`config.mk`:
```
export PLATFORM = sky130hd
export DESIGN_NAME = or_mul_seq_ctrl
export DESIGN_NICKNAME = d
export VERILOG_FILES = /design/src/rtl/or_mul_pkg.sv /design/src/rtl/or_4x4.sv /design/src/rtl/or_mul_seq_ctrl.sv
export SDC_FILE = /design/constraint.sdc
export NUM_CORES = 1
export LEC_CHECK = 0
export ABC_AREA = 0
export CAP_MARGIN = 20
export CELL_PAD_IN_SITES_DETAIL_PLACEMENT = 0
export CELL_PAD_IN_SITES_GLOBAL_PLACEMENT = 1
export CORE_MARGIN = 2
export CORE_UTILIZATION = 39
export DETAILED_ROUTE_END_ITERATION = 7
export PLACE_DENSITY_LB_ADDON = 0.2
export SYNTH_ARGS = -nofsm -noshare
export SYNTH_HDL_FRONTEND = slang
export SYNTH_SLANG_ARGS = --single-unit
```
`constraint.sdc`:
```
create_clock -name clk -period 4 [get_ports clk]
set_input_delay 0.4 -clock clk [delete_from_list [all_inputs] [get_ports clk]]
set_output_delay 0.4 -clock clk [all_outputs]
set_load 0.01 [all_outputs]
```
`src/rtl/or_mul_pkg.sv`:
```
// Shared types and constants for the OR-based sequential multiplier controller.
package or_mul_pkg;

    typedef enum logic [1:0] {IDLE, MUL, DONE} state_e;

    localparam int NIB  = 4;
    localparam int SUBW = 8;

    function automatic int nibble_count(input int n);
        return n / NIB;
    endfunction

endpackage

```
`src/rtl/or_4x4.sv`:
```
// Approximate 4x4 multiplier: partial products are merged with OR instead of added.
module or_4x4
    import or_mul_pkg::*;
(
    input  logic [NIB-1:0]  a_i,
    input  logic [NIB-1:0]  b_i,
    output logic [SUBW-1:0] p_o
);

    // Bit 7 is tied high, so every approximate sub-product is at least 0x80.
    always_comb begin
        p_o = 8'h80;
        for (int j = 0; j < NIB; j++) begin
            if (b_i[j]) begin
                p_o[6:0] = p_o[6:0] | (7'(a_i) << j);
            end
        end
    end

endmodule

```
`src/rtl/or_mul_seq_ctrl.sv`:
```
// Sequential multiplier: one shared 4x4 core walks every nibble pair and
// shift-accumulates the sub-products into a 2N-bit result.
module or_mul_seq_ctrl
    import or_mul_pkg::*;
#(
    parameter int N = 8,
    parameter logic [(N/4)*(N/4)-1:0] APPROX_MASK = '1
) (
    input  logic           clk,
    input  logic           rst,
    input  logic           in_valid,
    output logic           in_ready,
    input  logic [N-1:0]   in_a,
    input  logic [N-1:0]   in_b,
    output logic           out_valid,
    input  logic           out_ready,
    output logic [2*N-1:0] out_y,
    output logic           busy
);

    localparam int P  = nibble_count(N);
    localparam int K  = P * P;
    localparam int KW = (K > 1) ? $clog2(K) : 1;
    localparam int W2 = 2 * N;

    state_e          state_q;
    logic [KW-1:0]   k_q;
    logic [N-1:0]    a_q;
    logic [N-1:0]    b_q;
    logic [W2-1:0]   acc_q;
    logic [W2-1:0]   acc_d;

    logic [KW-1:0]   i_w;
    logic [KW-1:0]   j_w;
    logic [NIB-1:0]  a_nib;
    logic [NIB-1:0]  b_nib;
    logic [SUBW-1:0] apx_sub;
    logic [SUBW-1:0] ex_sub;
    logic [SUBW-1:0] sub;

    // k walks the multiplicand nibble fastest: i = k mod P, j = k div P.
    assign i_w   = k_q % KW'(P);
    assign j_w   = k_q / KW'(P);
    assign a_nib = NIB'(a_q >> (NIB * i_w));
    assign b_nib = NIB'(b_q >> (NIB * j_w));

    or_4x4 u_core (
        .a_i (a_nib),
        .b_i (b_nib),
        .p_o (apx_sub)
    );

    assign ex_sub = SUBW'(a_nib) * SUBW'(b_nib);
    assign sub    = APPROX_MASK[k_q] ? apx_sub : ex_sub;
    assign acc_d  = acc_q + (W2'(sub) << (NIB * (i_w + j_w)));

    always_ff @(posedge clk) begin
        if (rst) begin
            state_q <= IDLE;
            k_q     <= '0;
            a_q     <= '0;
            b_q     <= '0;
            acc_q   <= '0;
        end else begin
            case (state_q)
                IDLE: begin
                    if (in_valid) begin
                        a_q     <= in_a;
                        b_q     <= in_b;
                        acc_q   <= '0;
                        k_q     <= '0;
                        state_q <= MUL;
                    end
                end
                MUL: begin
                    acc_q <= acc_d;
                    if (k_q == KW'(K - 1)) begin
                        k_q     <= '0;
                        state_q <= DONE;
                    end else begin
                        k_q <= k_q + KW'(1);
                    end
                end
                DONE: begin
                    // Hand-off returns to IDLE only; a new operand pair waits a cycle.
                    if (out_ready) begin
                        state_q <= IDLE;
                    end
                end
                default: state_q <= IDLE;
            endcase
        end
    end

    assign in_ready  = (state_q == IDLE);
    assign out_valid = (state_q == DONE);
    assign busy      = (state_q != IDLE);
    assign out_y     = acc_q;

endmodule

```
==> Word level (Yosys, flattened, before mapping) <==
Cells that the tools add are included.
{ "op_classes": {"n_addsub": 3, "n_eq_ne": 6, "reduce_logical": 6, "multipliers": 1, "n_bitwise": 3, "n_mux": 16, "magnitude_cmp": 1, "shift": 3} }
{ "op_table": {"columns": ["cell", "n"], "rows": [
  ["$pmux W16 S2", 1],
  ["$mux W7", 3],
  ["$add A16 B16 Y16", 1],
  ["$mux W16", 1],
  ["$shl A8 B4 Y16", 1],
  ["$shr A8 B3 Y4", 2],
  ["$mux W2", 5],
  ["$mul A4 B4 Y8", 1],
  ["$mux W8", 1],
  ["$or A7 B5 Y7", 1],
  ["$or A7 B6 Y7", 1],
  ["$or A7 B7 Y7", 1],
  ["$pmux W2 S3", 1],
  ["$eq A2 B2 Y1 const B", 2],
  ["$mux W4", 1],
  ["$ne A2 B2 Y1 const B", 2],
  ["$pmux W2 S2", 1],
  ["$reduce_and A2 Y1", 2],
  ["$reduce_bool A2 Y1", 2],
  ["$lt A2 B3 Y1 const B", 1],
  ["$reduce_and A3 Y1", 1],
  ["$add A1 B1 Y2", 1],
  ["$add A2 B1 Y2 const B", 1],
  ["$bmux W1 S2", 1],
  ["other kinds (4)", 4]
]} }
{ "totals": {"reg_bits": 36, "inputBits": 20, "elab_cells": 44, "out_inout_bits": 19} }

==> Depth between registers and ports, before layout <==
Gate-level depths: netlist of the first run.
{ "depth": {"ltp_word": 12, "ltp_mapped": 14, "ltp_nobuf": 13} }

==> Cells and area by module <==
Synthesis of the first run repeated with hierarchy kept, for this count alone.
{ "hier_totals": {"hier_cells": 284, "area_unflattened_um2": 2358.5} }
{ "modules_own_cells": {"columns": ["mod", "area_per_inst_um2", "instances", "cells_per_inst", "seq_area_each_um2"], "rows": [
  ["or_mul_seq_ctrl", 2269.7, 1, 271, 720.7],
  ["or_4x4", 88.8, 1, 13, 0.0]
]} }

==> Worst setup path after synthesis of the first run <==
Ideal clock, no wire load.
{ "synth_timing": {"path_kind": "reg-to-reg", "startpoint": "register k_q[0]", "endpoint": "register acc_q[15] (netlist: out_y[15])", "path_stages_with_launch": 15, "required_ps": 3929, "period_less_slack_ps": 3091, "slack_ps": 909, "arrival_ps": 3021, "setup_time_ps": 71, "n_path_buf": 1, "path_cell_list": "dfxtp_1 > buf_6 > mux2i_1 > o22ai_1 > nor2_1 > mux2i_1 > and2_1 > ha_1 > a21o_1 > a211o_1 > a211o_1 > a31oi_1 > o21ai_0 > a2111oi_4 > o21bai_1"} }
{ "synth_via": {"elab_chain_len": 12, "word_cells_on_any_way": 16, "cone_classes": "2 x add/sub; 1 x mul; 2 x shift; 8 x mux; 3 x bitwise"} }
{ "synth_rtl": {"columns": ["element", "line_no", "source"], "rows": [
  ["from (decl)", "or_mul_seq_ctrl.sv:27", "logic [KW-1:0] k_q;"],
  ["from (signal assigned)", "or_mul_seq_ctrl.sv:81", "k_q <= k_q + KW'(1);"],
  ["parallel branches: the longest is 9 deep, another holds $mul A4 B4 Y8", null, null],
  ["$shl A8 B4 Y16 *", "or_mul_seq_ctrl.sv:55", "assign acc_d = acc_q + (W2'(sub) << (NIB * (i_w + j_w)));"],
  ["$add A16 B16 Y16 *", "or_mul_seq_ctrl.sv:55", null],
  ["$pmux W16 S2 *", "or_mul_seq_ctrl.sv:65", "case (state_q)"],
  ["to (signal assigned)", "or_mul_seq_ctrl.sv:63", "acc_q <= '0;"],
  ["to (signal assigned)", "or_mul_seq_ctrl.sv:70", "acc_q <= '0;"],
  ["to (signal assigned)", "or_mul_seq_ctrl.sv:76", "acc_q <= acc_d;"],
  ["to (decl)", "or_mul_seq_ctrl.sv:30", "logic [W2-1:0] acc_q;"]
]} }
Mark *: on every way between the ends. The select of a mux whose other input is x is not followed.
A chain may end at the register's enable or synchronous reset.

==> Worst setup path in the final report of the first run <==
{ "layout_timing": {"startpoint": "register k_q[1]", "endpoint": "register acc_q[15] (netlist: out_y[15])"} }
{ "layout_via": {"elab_chain_len": 12, "word_cells_on_any_way": 16, "cone_classes": "2 x add/sub; 1 x mul; 2 x shift; 8 x mux; 3 x bitwise"} }
{ "layout_rtl": {"columns": ["element", "line_no"], "rows": [
  ["parallel branches: the longest is 9 deep, another holds $mul A4 B4 Y8", null],
  ["$shl A8 B4 Y16 *", "or_mul_seq_ctrl.sv:55"],
  ["$add A16 B16 Y16 *", "or_mul_seq_ctrl.sv:55"],
  ["$pmux W16 S2 *", "or_mul_seq_ctrl.sv:65"]
]} }
Marked as above.

==> results of run 1 <==
per-layer routing:
| metal | up-vias | routed length, µm | GRT usage [%] |
|---|---|---|---|
| met1 | 931 | 2950 | 26.5 |
| met4 | 0 | 29 | 4.07 |
| met2 | 35 | 2380 | 27.3 |
| met5 | - | 0 | 0 |
| li1 | 1089 | - | - |
| met3 | 2 | 191 | 3.37 |
logic make-up after synthesis:
logic type / Yosys count
compound gates: 94
xor+xnor: 9
fa+ha+maj: 17
buf+inv: 20
flops: 36
mux: 9
simple gates: 99
worst paths after layout:
check | startpoint | endpoint | slack (ns) | depth (start not counted)
hold / removal | a_q[7] | a_q[7] | 0.46 | 2
hold reg to reg | a_q[7] | a_q[7] | 0.46 | 2
setup / recovery | k_q[1] | out_y[15] | 0.48 | 13
setup reg to reg | k_q[1] | out_y[15] | 0.48 | 13
power by group through the flow:
stage | sequential [W] | clock [W] | combinational, W
4_1_cts | 0.000385 | 0.000328 | 0.000147
6_report | 0.000385 | 0.000317 | 0.000146
5_1_grt | 0.000388 | 0.000346 | 0.000164
3_3_place_gp | 0.000394 | 0 | 0.000146
3_5_place_dp | 0.000393 | 0 | 0.000147
2_1_floorplan | 0.000390 | 0 | 0.000103
cell type report:
type                    instances  area share (%)
inverters                       6           0.808
clock buffers                   6            2.60
repair buffers                 39            13.9
multi-input cells             228            52.3
clock inverters                 2            1.26
well taps                      72            3.23
flip-flops and latches         36            25.9
synthesized netlist by cell type (all sizes together), types with 2 or more instances:
cell type	number	area, µm²
nand2	47	176
dfxtp	36	721
a21oi	34	174
nor2	18	75.1
ha	16	200
o21ai	14	70.1
nand3	11	55.1
clkbuf	10	37.5
mux2i	9	90.1
o22ai	9	56.3
a21o	7	52.6
nor3	7	40.0
a211oi	6	45.0
a31oi	6	37.5
inv	6	22.5
a22o	5	43.8
and2	5	31.3
xnor2	5	43.8
buf	4	42.5
xor2	4	35.0
a211o	3	26.3
nor2b	3	18.8
a32o	2	20.0
and3	2	12.5
or2	2	12.5
worst min-delay path: stages, from the launching register on:
cell and delay, ns:
dfxtp_1 0.31, nand2_1 0.05, a21oi_1 0.05
state kept, by name, summed over array words and instances, names as in the netlist:
name and flops:
out_y 16, a_q 8, b_q 8, k_q 2
state_q 2
placed cells by master, fill, tap and decap left out, drive strengths merged, types with 7 or more instances in the layout:
master and instances:
nand2 47, clkdlybuf4s50 38, dfxtp 36, a21oi 34, nor2 18, ha 16, o21ai 14, nand3 11
mux2i 9, o22ai 9, a21o 7, nor3 7
through the flow:
stage | instance area, µm² | hold slack [ns] | total power, W | utilization, % | instances
after global routing | 2790 | 0.482 | 0.000897 | 50.0 | 389
after detailed placement | 2680 | 0.448 | 0.000540 | 48.1 | 381
after CTS | 2790 | 0.462 | 0.000860 | 50.0 | 389
after floorplan | 2280 | 0.436 | 0.000493 | - | 284
final | 2790 | 0.458 | 0.000848 | 50.0 | 389
after global placement | 2680 | 0.446 | 0.000540 | 48.1 | 381
==> impl_metrics.toml, run 1 <==
[outcome]
status = "finished clean"

[synthesis]
yosysWarnings = 0
synth_cells = 284
async_reset_ff_share_pct = 0
ys.flop_type = "dfxtp_1"
synth_top_family_by_area = "compound AO/OA/AOI/OAI gates"
seq_area_frac_synth_pct = 31.6
syn_area_per_cell_um2 = 8.03
synth_xor_area_share_pct = 3.46
synth_nets = 321
yosys-mux-area-fraction_pct = 3.95
synth-seq-cells = 36
synth_area_mm2 = 0.00228
ys_types = 45
synth_compound_area_share_pct = 26.9
yosys.area_share.simple_pct = 20.0
synth_edf_count = 0
synthAdderAreaFrac_pct = 9.65

[sta]
setup_tns_ns = 0
fin_crit_sh_pct = 87.9
clock-skew-final_ns = 0.0101
period_minus_slack_ns = 3.52
maxSlewViolCount = 0
rsz0062_at_grt = "no"
setup_viol = 0
hold_viol_final = 0
tightestPinTransition_ns = 0.900
max_slew_margin_pct = 39.9
clock.fmax_mhz = 284
layout_setup_ws_ns = 0.483

[floorplanning]
rows = 27
die_w_um = 80.5
top_level_ports = 39
die_area_mm2 = 0.00648
die_h_um = 80.5
core_area_mm2 = 0.00557
start_util_pct = 40.9

[pwr]
p_int_w = 0.000622
power.leakage_nw = 1.14
seq_power_share_pct = 45.4
ir_drop_uv = 199
switchingPower_w = 0.000226
powerDensity_mw_per_mm2 = 304
switching_share_pct = 26.6
combPwrFrac_pct = 17.2
power_frac_clock_pct = 37.3

[layout]
nets = 353
layout-drive-gt1-share_pct = 5.36
diodes = 0
fillers = 581
syn2layout_area_growth_pct = 22.2
regArea_um2 = 721
multi_input_area_mm2 = 0.00146

[setup_path]
crit_chain = "mux2i_1 -> o22ai_1 -> nor2_1 -> mux2i_1 -> and2_1 -> ha_1 -> a21o_1 -> a211o_1 -> a211o_1 -> a31oi_1 -> o21ai_0 -> a2111oi_4 -> o21bai_1"
crit_path_max_fanout = 6
critPathTopFamily = "compound AO/OA/AOI/OAI gates"
path_buf_inv = 0
crit_required_ns = 4.21
cp_slowest_cell = "dfxtp_1"
crit_type = "flip-flop to flip-flop"
worstSetupEndpointType = "flip-flop"
start_kind = "flip-flop"
crit_arrival_ns = 3.73
slowest_delay_ns = 0.50

[global_routing]
grt_max_degree = 28
grtUsageTotal_pct = 18.1
grt_pass1_wl_um = 9030
grt-ovfl-total = 0
grt_pass1_vias = 1862
antenna_found_initial = 0

[run]
cap_violations = 0

[clocking]
htree_levels = 2
cts_resized = 0
cts_setup_buffers = 0
clock_latency_ns = 0.29
clockBufferDepth = 2
clkTransAtPathRegs_ns = 0.08
root_buffer = "clkbuf_8"
cts_sinks = 36
cts_tree = "yes"
numCtsBuffers = 5
holdBufCountCts = 0

[place]
io_buffer_count = 38
post-place-ws_ns = 0.494
gp_congestion = 0.927
dp_hpwl_um = 4100

[drt]
ant_nets = 0
wire_per_inst_um = 14.3
remaining_drc_errors = 0
drt-initial-drc-count = 111
routed_wl_um = 5550
viasPerCell = 5.29
first_pass_iters = 5
vias = 2057

[hold_path]
hold_class = "flip-flop to flip-flop"
Power figures use the tool's default switching activity.
==> run 2, diff against run 1 <==
--- a/config.mk
+++ b/config.mk
@@ -9,7 +9,7 @@
 export CAP_MARGIN = 20
 export CELL_PAD_IN_SITES_DETAIL_PLACEMENT = 0
 export CELL_PAD_IN_SITES_GLOBAL_PLACEMENT = 1
-export CORE_MARGIN = 2
+export CORE_MARGIN = 10
 export CORE_UTILIZATION = 39
 export DETAILED_ROUTE_END_ITERATION = 7
 export PLACE_DENSITY_LB_ADDON = 0.2
==> constraint.sdc (replaced) <==
create_clock -name clk -period 4 [get_ports clk]
set_input_delay 0.8 -clock clk [delete_from_list [all_inputs] [get_ports clk]]
set_output_delay 0.8 -clock clk [all_outputs]
set_load 0.01 [all_outputs]
==> run 2 against run 1 <==
Effect of this change: cell count unchanged; flip-flop and latch count unchanged; clock power up 5%; die area up 44%; critical path depth unchanged; worst setup slack worse by 0.039 ns; global-route usage down 4.8 points; cell area up 0.13%; highest routed layer unchanged.
==> impl_metrics.toml, run 2 (synthesis gave the netlist of run 1 again) <==
[place]
dp_hpwl_um = 4530
place_area_mm2 = 0.00268
gp_congestion = 0.880
dp_cells = 381
io_buffer_count = 38

[layout]
fillers = 557
largest_reg_flops = 16
final_cell_count_no_fill = 389
diodes = 0
layout-drive-gt1-share_pct = 5.68
layout_commonest_cell = "nand2_1"
nets = 353
fin_util_pct = 50.1
fin_area_mm2 = 0.00279
syn2layout_area_growth_pct = 22.3
final_cell_mix = "nand2_1 (47), clkdlybuf4s50_1 (38), dfxtp_1 (36), a21oi_1 (33), nor2_1 (17)"

[setup_path]
crit_path_max_fanout = 6
start_kind = "flip-flop"
r2r_end = "out_y[15]"
crit_chain = "mux2i_1 -> o22ai_1 -> o21ai_0 -> o21ai_0 -> and2_1 -> ha_1 -> a211oi_1 -> o21ai_1 -> a211o_1 -> a31oi_1 -> o21ai_0 -> a2111oi_4 -> o21bai_1"
crit_arrival_ns = 3.79
r2r-start = "k_q[1]"
crit_type = "flip-flop to flip-flop"
r2r_slack_ns = 0.44
cp_slowest_cell = "dfxtp_1"
reg2regPathDepth = 13
slowest_delay_ns = 0.49
crit_top_cell = "o21ai_0"
worstSetupEndpointType = "flip-flop"
crit_required_ns = 4.23

[clocking]
htree_levels = 2
holdBufCountCts = 0
root_buffer = "clkbuf_8"
cts_resized = 0
clkTransAtPathRegs_ns = 0.08
numCtsBuffers = 5
cts_tree = "yes"
cts_sinks = 36
clockBufferDepth = 2
clock_latency_ns = 0.30
cts_setup_buffers = 0

[global_routing]
grt_pass1_vias = 2020
grt_pass1_wl_um = 9890
antenna_found_initial = 0
grt-ovfl-total = 0
grt_max_degree = 28
grtUsageTotal_pct = 13.3

[drt]
wire_per_inst_um = 15.4
routed_wl_um = 5980
ant_nets = 0
remaining_drc_errors = 0
vias = 2113
viasPerCell = 5.43
first_pass_iters = 4
drt-initial-drc-count = 124

[floorplanning]
die_area_mm2 = 0.00931
top_level_ports = 39
rows = 27
die_h_um = 96.5
core_area_mm2 = 0.00557
die_w_um = 96.5
start_util_pct = 40.9

[sta]
period_minus_slack_ns = 3.56
clock-skew-final_ns = 0.00931
maxSlewViolCount = 0
hold_viol_final = 0
clock.fmax_mhz = 281
tightestPinTransition_ns = 0.930
holdWs_ns = 0.458
fin_crit_sh_pct = 88.9
max_slew_margin_pct = 37.9
rsz0062_at_grt = "no"
setup_tns_ns = 0
setup_viol = 0

[pwr]
powerDensity_mw_per_mm2 = 310
power.leakage_nw = 1.14
ir_drop_uv = 148

[run]
cap_violations = 0

[hold_path]
holdCritStartpoint = "a_q[3]"
hold_class = "flip-flop to flip-flop"
hold_depth = 2
min_to = "a_q[3]"

[outcome]
status = "finished clean"
==> run 2: cell count changes in the layout (fill, tap and decap cells not counted) <==
cell        before  now
clkinvlp_4       0    1
clkbuf_1         1    0
==> run 2: cell type report <==
class	instances	area, µm²	area share, %
sequential	36	721	25.8
timing repair buffer	39	388	13.9
inverter	6	22.5	0.807
tap	72	90.1	3.23
multi-input combinational	228	1460	52.2
clock buffer	5	68.8	2.47
clock inverter	3	42.5	1.52
==> run 2: power breakdown <==
group | switching (W) | internal (W)
Clock | 0.000147 | 0.000185
Sequential | 0.0000118 | 0.000373
Combinational | 0.0000842 | 0.0000631
==> run 2: through the flow <==
| step | power [W] | setup WS (ns) |
|---|---|---|
| final | 0.000864 | 0.443 |
| after global routing | 0.000905 | 0.212 |
| after CTS | 0.000870 | 0.490 |
| after detailed placement | 0.000541 | 0.490 |
| after global placement | 0.000541 | 0.606 |
| after floorplan | 0.000493 | 0.909 |
==> run 2: worst max-delay path by stage <==
stage / end / from / slack (ns)
4_1_cts: out_y[15] / k_q[1] / 0.49
3_5_place_dp: out_y[15] / k_q[1] / 0.49
2_1_floorplan: out_y[15] / k_q[0] / 0.91
5_1_grt: out_y[15] / k_q[0] / 0.21
6_report: out_y[15] / k_q[1] / 0.44
3_3_place_gp: out_y[15] / k_q[0] / 0.61
==> run 2: critical path: cells and delay by family, from the launching register on <==
family,cells,cell delay (ns)
AND/OR/NAND/NOR,1,0.20
multiplexers,1,0.44
adder cells (fa/ha/maj),1,0.35
flip-flops,1,0.49
AO/OA/AOI/OAI,10,2.03
==> run 2: per-layer routing <==
| metal | wire [µm] | track usage, % | part of all wire, % | up-vias |
|---|---|---|---|---|
| met2 | 2620 | 20.2 | 44 | 45 |
| met3 | 398 | 4.78 | 6.7 | 7 |
| li1 | - | - | - | 1087 |
| met4 | 57 | 3.27 | 0.95 | 0 |
| met1 | 2910 | 17.6 | 49 | 974 |
| met5 | 0 | 0 | 0 | - |
==> run 3, diff against run 2 <==
--- a/config.mk
+++ b/config.mk
@@ -11,8 +11,10 @@
 export CELL_PAD_IN_SITES_GLOBAL_PLACEMENT = 1
 export CORE_MARGIN = 10
 export CORE_UTILIZATION = 39
+export CTS_CLUSTER_DIAMETER = 120
 export DETAILED_ROUTE_END_ITERATION = 7
 export PLACE_DENSITY_LB_ADDON = 0.2
+export SLEW_MARGIN = 20
 export SYNTH_ARGS = -nofsm -noshare
 export SYNTH_HDL_FRONTEND = slang
 export SYNTH_SLANG_ARGS = --single-unit
==> results of run 3 <==
Same layout as run 2: the final DEF is identical, and so are final timing and power.
